==> src/rtl/mux_arb_pkg.sv <==
// Shared types and helpers for the 4-requester round-robin arbiter around mux_4_1.
package mux_arb_pkg;

  localparam int unsigned N_REQ  = 4;
  localparam int unsigned DATA_W = 4;

  typedef logic [1:0] req_idx_t;

  // First index at or after ptr (mod 4) with valid set; returns ptr when none are valid.
  function automatic req_idx_t rr_pick(logic [3:0] valid, req_idx_t ptr);
    req_idx_t idx;
    rr_pick = ptr;
    for (int k = N_REQ - 1; k >= 0; k--) begin
      idx = ptr + req_idx_t'(k);
      if (valid[idx]) rr_pick = idx;
    end
  endfunction

endpackage

==> src/rtl/mux_4_1.sv <==
// Plain 4-to-1 multiplexer for 4-bit payloads.
module mux_4_1 (
  input  logic [3:0] in0,
  input  logic [3:0] in1,
  input  logic [3:0] in2,
  input  logic [3:0] in3,
  input  logic [1:0] sel,
  output logic [3:0] out
);

  always_comb begin
    out = in0;
    unique case (sel)
      2'd0: out = in0;
      2'd1: out = in1;
      2'd2: out = in2;
      2'd3: out = in3;
      default: out = in0;
    endcase
  end

endmodule

==> src/rtl/mux_4_rr_arbiter.sv <==
// Round-robin arbiter sharing mux_4_1 among four valid/ready producers,
// with a single registered valid/ready output stage.
module mux_4_rr_arbiter
  import mux_arb_pkg::*;
(
  input  logic              clk,
  input  logic              rst,
  input  logic [N_REQ-1:0]  in_valid,
  input  logic [DATA_W-1:0] in_data0,
  input  logic [DATA_W-1:0] in_data1,
  input  logic [DATA_W-1:0] in_data2,
  input  logic [DATA_W-1:0] in_data3,
  output logic [N_REQ-1:0]  in_ready,
  output logic              out_valid,
  output logic [DATA_W-1:0] out_data,
  output logic [1:0]        out_id,
  input  logic              out_ready
);

  logic              out_valid_q, out_valid_d;
  logic [DATA_W-1:0] out_data_q, out_data_d;
  req_idx_t          out_id_q, out_id_d;
  req_idx_t          ptr_q, ptr_d;

  logic              can_load;
  logic              any_valid;
  logic              load;
  req_idx_t          grant;
  logic [DATA_W-1:0] mux_out;

  assign can_load  = !out_valid_q || out_ready;
  assign any_valid = |in_valid;
  assign grant     = rr_pick(in_valid, ptr_q);
  // Gating with rst keeps in_ready low while reset is held.
  assign load      = !rst && can_load && any_valid;

  mux_4_1 u_mux (
    .in0 (in_data0),
    .in1 (in_data1),
    .in2 (in_data2),
    .in3 (in_data3),
    .sel (grant),
    .out (mux_out)
  );

  always_comb begin
    in_ready = '0;
    if (load) in_ready[grant] = 1'b1;
  end

  always_comb begin
    out_valid_d = out_valid_q;
    out_data_d  = out_data_q;
    out_id_d    = out_id_q;
    ptr_d       = ptr_q;
    if (load) begin
      out_valid_d = 1'b1;
      out_data_d  = mux_out;
      out_id_d    = grant;
      ptr_d       = grant + req_idx_t'(1);
    end else if (can_load) begin
      out_valid_d = 1'b0;
    end
  end

  always_ff @(posedge clk) begin
    if (rst) begin
      out_valid_q <= 1'b0;
      out_data_q  <= '0;
      out_id_q    <= '0;
      ptr_q       <= '0;
    end else begin
      out_valid_q <= out_valid_d;
      out_data_q  <= out_data_d;
      out_id_q    <= out_id_d;
      ptr_q       <= ptr_d;
    end
  end

  assign out_valid = out_valid_q;
  assign out_data  = out_data_q;
  assign out_id    = out_id_q;

endmodule

==> config.mk <==
export PLATFORM = sky130hd
export DESIGN_NAME = mux_4_rr_arbiter
export DESIGN_NICKNAME = d
export VERILOG_FILES = /design/src/rtl/mux_arb_pkg.sv /design/src/rtl/mux_4_1.sv /design/src/rtl/mux_4_rr_arbiter.sv
export SDC_FILE = /design/constraint.sdc
export NUM_CORES = 1
export LEC_CHECK = 0
export BUFFER_PORTS_ARGS = -buffer_cell sky130_fd_sc_hd__buf_2
export CORE_MARGIN = 1
export CORE_UTILIZATION = 46
export DETAILED_ROUTE_END_ITERATION = 8
export PLACE_DENSITY_LB_ADDON = 0.08
export SETUP_SLACK_MARGIN = 0.5
export SLEW_MARGIN = 20
export SYNTH_ARGS = -nofsm -noshare
export SYNTH_HDL_FRONTEND = slang
export SYNTH_SLANG_ARGS = --single-unit
==> constraint.sdc <==
create_clock -name clk -period 3.2 [get_ports clk]
set_input_delay 0.16 -clock clk [delete_from_list [all_inputs] [get_ports clk]]
set_output_delay 0.16 -clock clk [all_outputs]
set_load 0.005 [all_outputs]
==> flow_summary.yaml <==
finish:
  fin_nets: 140
  finalInstanceArea_um2: 837.1
  layout.cells.non_filler: 128
  drive_gt1_frac: 0.3540
  antenna_cells: 0
  area_delta_synth_final_pct: 29.40
sta:
  setup_viol: 0
  fin_skew_ns: 0.003536
  rsz0062_at_grt: "no"
  layout_setup_ws_ns: 0.8805
  period_needed_ns: 2.319
  finalHoldViolCount: 0
  max_slew.worst_pin.slew_ns: 0.6395
  finalCritPeriodShare: 0.7248
  maxSlewViolCount: 0
  maxSlewHeadroom: 0.5737
  clock.fmax_mhz: 431.1
  tns_ns: 0
power:
  irDropWorstVdd_mv: 0.2341
  switching_power_uw: 110.5
  p_clk_frac: 0.253
  sw_frac_of_total: 0.3174
  power_density_nw_per_um2: 415.9
  leakage_uw: 0.0004185
  p_total_uw: 348.2
  combPwrFrac: 0.348
  sequentialPowerShare: 0.399
  internal_power_uw: 237.7
placement:
  io_buffers: 33
  place_area_um2: 810.8
  pre_cts_ws_ns: 0.9228
  dp_cells: 124
  dpl.hpwl_um: 1098
  gp_congestion: 0.7099
critical_path:
  startpoint_type: "flop"
  crit_end: "in_ready[2]"
  worst-r2r-cell-count: 7
  crit_required_ns: 3.04
  critPathLaunch: "ptr_q[1]"
  cpMaxStageDelayCell: "a222oi_1"
  crit_chain: "o22ai_1 -> a222oi_1 -> inv_1 -> ha_1 -> and2_1 -> buf_2"
  path_class: "reg -> out"
  rr_startpoint: "ptr_q[1]"
  timing.rr.end: "out_data[1]"
  arrival_ns: 2.16
  r2r_slack_ns: 0.92
  max_stage_delay_ns: 0.63
  crit_path_end_kind: "output port"
  critPathMaxFanout: 9
logic_synthesis:
  synth_area_um2: 646.9
  yosys.area_share.simple: 0.2863
  synth-compound-area-share: 0.2785
  synth_area_leaders: "dfxtp_1 28%, nand2b_1 11%, a221o_1 6.2%"
  synth_xor_area_frac: 0
  syn_inst: 79
  synth_mux_area_frac: 0.01547
  ys_warn_count: 0
  synth-seq-cells: 9
  syn_nets: 105
  yosys.area.top_type: "dfxtp_1"
  synth-edff-count: 0
  synth_top_family_by_area: "simple AND/OR/NAND/NOR gates"
  async_flop_share: 0
  synthFlopType: "dfxtp_1"
  ys_seq_area_frac: 0.2785
  synth_most_common_cell: "nand2b_1"
  avgSynthCellArea_um2: 8.188
  yosysUniqueCellTypes: 28
  synth_common_cells: "11 x nand2b_1, 9 x dfxtp_1, 7 x inv_1, 6 x nand2_1"
  yosys.area.top_type_share: 0.2785
  synth_adder_area_share: 0.05803
clocking:
  clock_sinks: 9
  root_buffer: "clkbuf_4"
  cts_resized: 0
  clk_latency_ns: 0.26
  cts_tree: "yes"
  clk_pin_slew_ns: 0.06
  h-tree-depth: 1
  holdBufCountCts: 0
  cts_max_path_buffers: 2
  post-cts-setup-buffers: 0
  cts_buffers: 3
global_route:
  grt_use_total: 0.2115
  grt_pass1_vias: 514
  grt_first_pass_wirelength_um: 2201
  grt_antenna_before_repair: 0
  grt_max_degree: 20
  overflow: 0
route:
  routed_wl_um: 1486
  vias: 702
  wl_per_cell_um: 11.61
  dr.pass1.iters: 4
  post_drt_via_cell_ratio: 5.484
  drc_errors: 0
  drt_iter0_drc: 27
  antenna_left: 0
flow_run:
  max-cap-violations: 0
floorplanning:
  initial_utilization: 0.4971
  pin_count: 34
  die_h_um: 39.50
  die-area_um2: 1560
  core_um2: 1301
  die_w_um: 39.50
  row_count: 13
status:
  status: "completed"
min_path:
  min_path_type: "in -> reg"
## area by class of cell
type,instances,area (um^2)
fill,124,464.2
tap,15,18.77
inverter,7,26.28
timing repair buffer,34,172.7
sequential,9,180.2
clock buffer,4,26.28
multi-input combinational,59,412.9
## per-stage QoR
step                      hold WS (ns)  utilization
after floorplan                 0.3353            -
after global placement          0.4477       0.6231
after detailed placement        0.4522       0.6231
after CTS                       0.1770       0.6433
after global routing            0.1876       0.6433
final                           0.1785       0.6433
## power by group through the flow
stage / clock network (uW) / registers, uW / logic, uW
after floorplan: 0 / 140 / 80.1
after global placement: 0 / 140 / 119
after detailed placement: 0 / 141 / 120
after CTS: 91.7 / 139 / 121
after global routing: 95.2 / 142 / 137
final: 88.1 / 139 / 121
## cells in the final DEF (no fill, tap or decap), drive strengths merged
cell,instances
nand3b,1
buf,34
a211oi,2
nand2,6
and3b,1
dfxtp,9
nor3b,3
o22ai,4
nor2,3
mux2i,1
and2,2
inv,7
o22a,1
a21oi,4
ha,3
o221ai,4
nand3,4
a222oi,1
clkbuf,4
a221o,4
nand2b,11
a311oi,1
a21o,1
o21ai,1
nor4,1
## layer usage
metal	wire length [um]	track usage
met1	738	0.2780
met2	656	0.3279
met5	0	0
met3	77	0.03409
met4	14	0.1034
## worst min path at each step
stage                           start        end  cells after the start
after floorplan           in_valid[1]  out_valid                      2
after global placement      out_ready  out_valid                      3
after detailed placement    out_ready  out_valid                      3
after CTS                   out_ready  out_valid                      3
after global routing        out_ready  out_valid                      3
final                       out_ready  out_valid                      3
## critical path: cells and delay by family (launching register included)
kind            cells  cell delay, ns
compound gates      2            0.77
fa+ha+maj           1            0.27
buf+inv             2            0.26
flops               1            0.47
simple gates        1            0.15
## sequential cells by signal (all words and copies together) (netlist names)
name	flops
out_data	4
ptr_q	2
out_id	2
out_valid	1
## kinds of logic after synthesis
family	after synthesis
and+or+nand+nor	32
DFF	9
buffers and inverters	11
AOI/OAI and AO/OA	23
muxes	1
adders and majority gates	3
(Power assumes the default switching activity.)
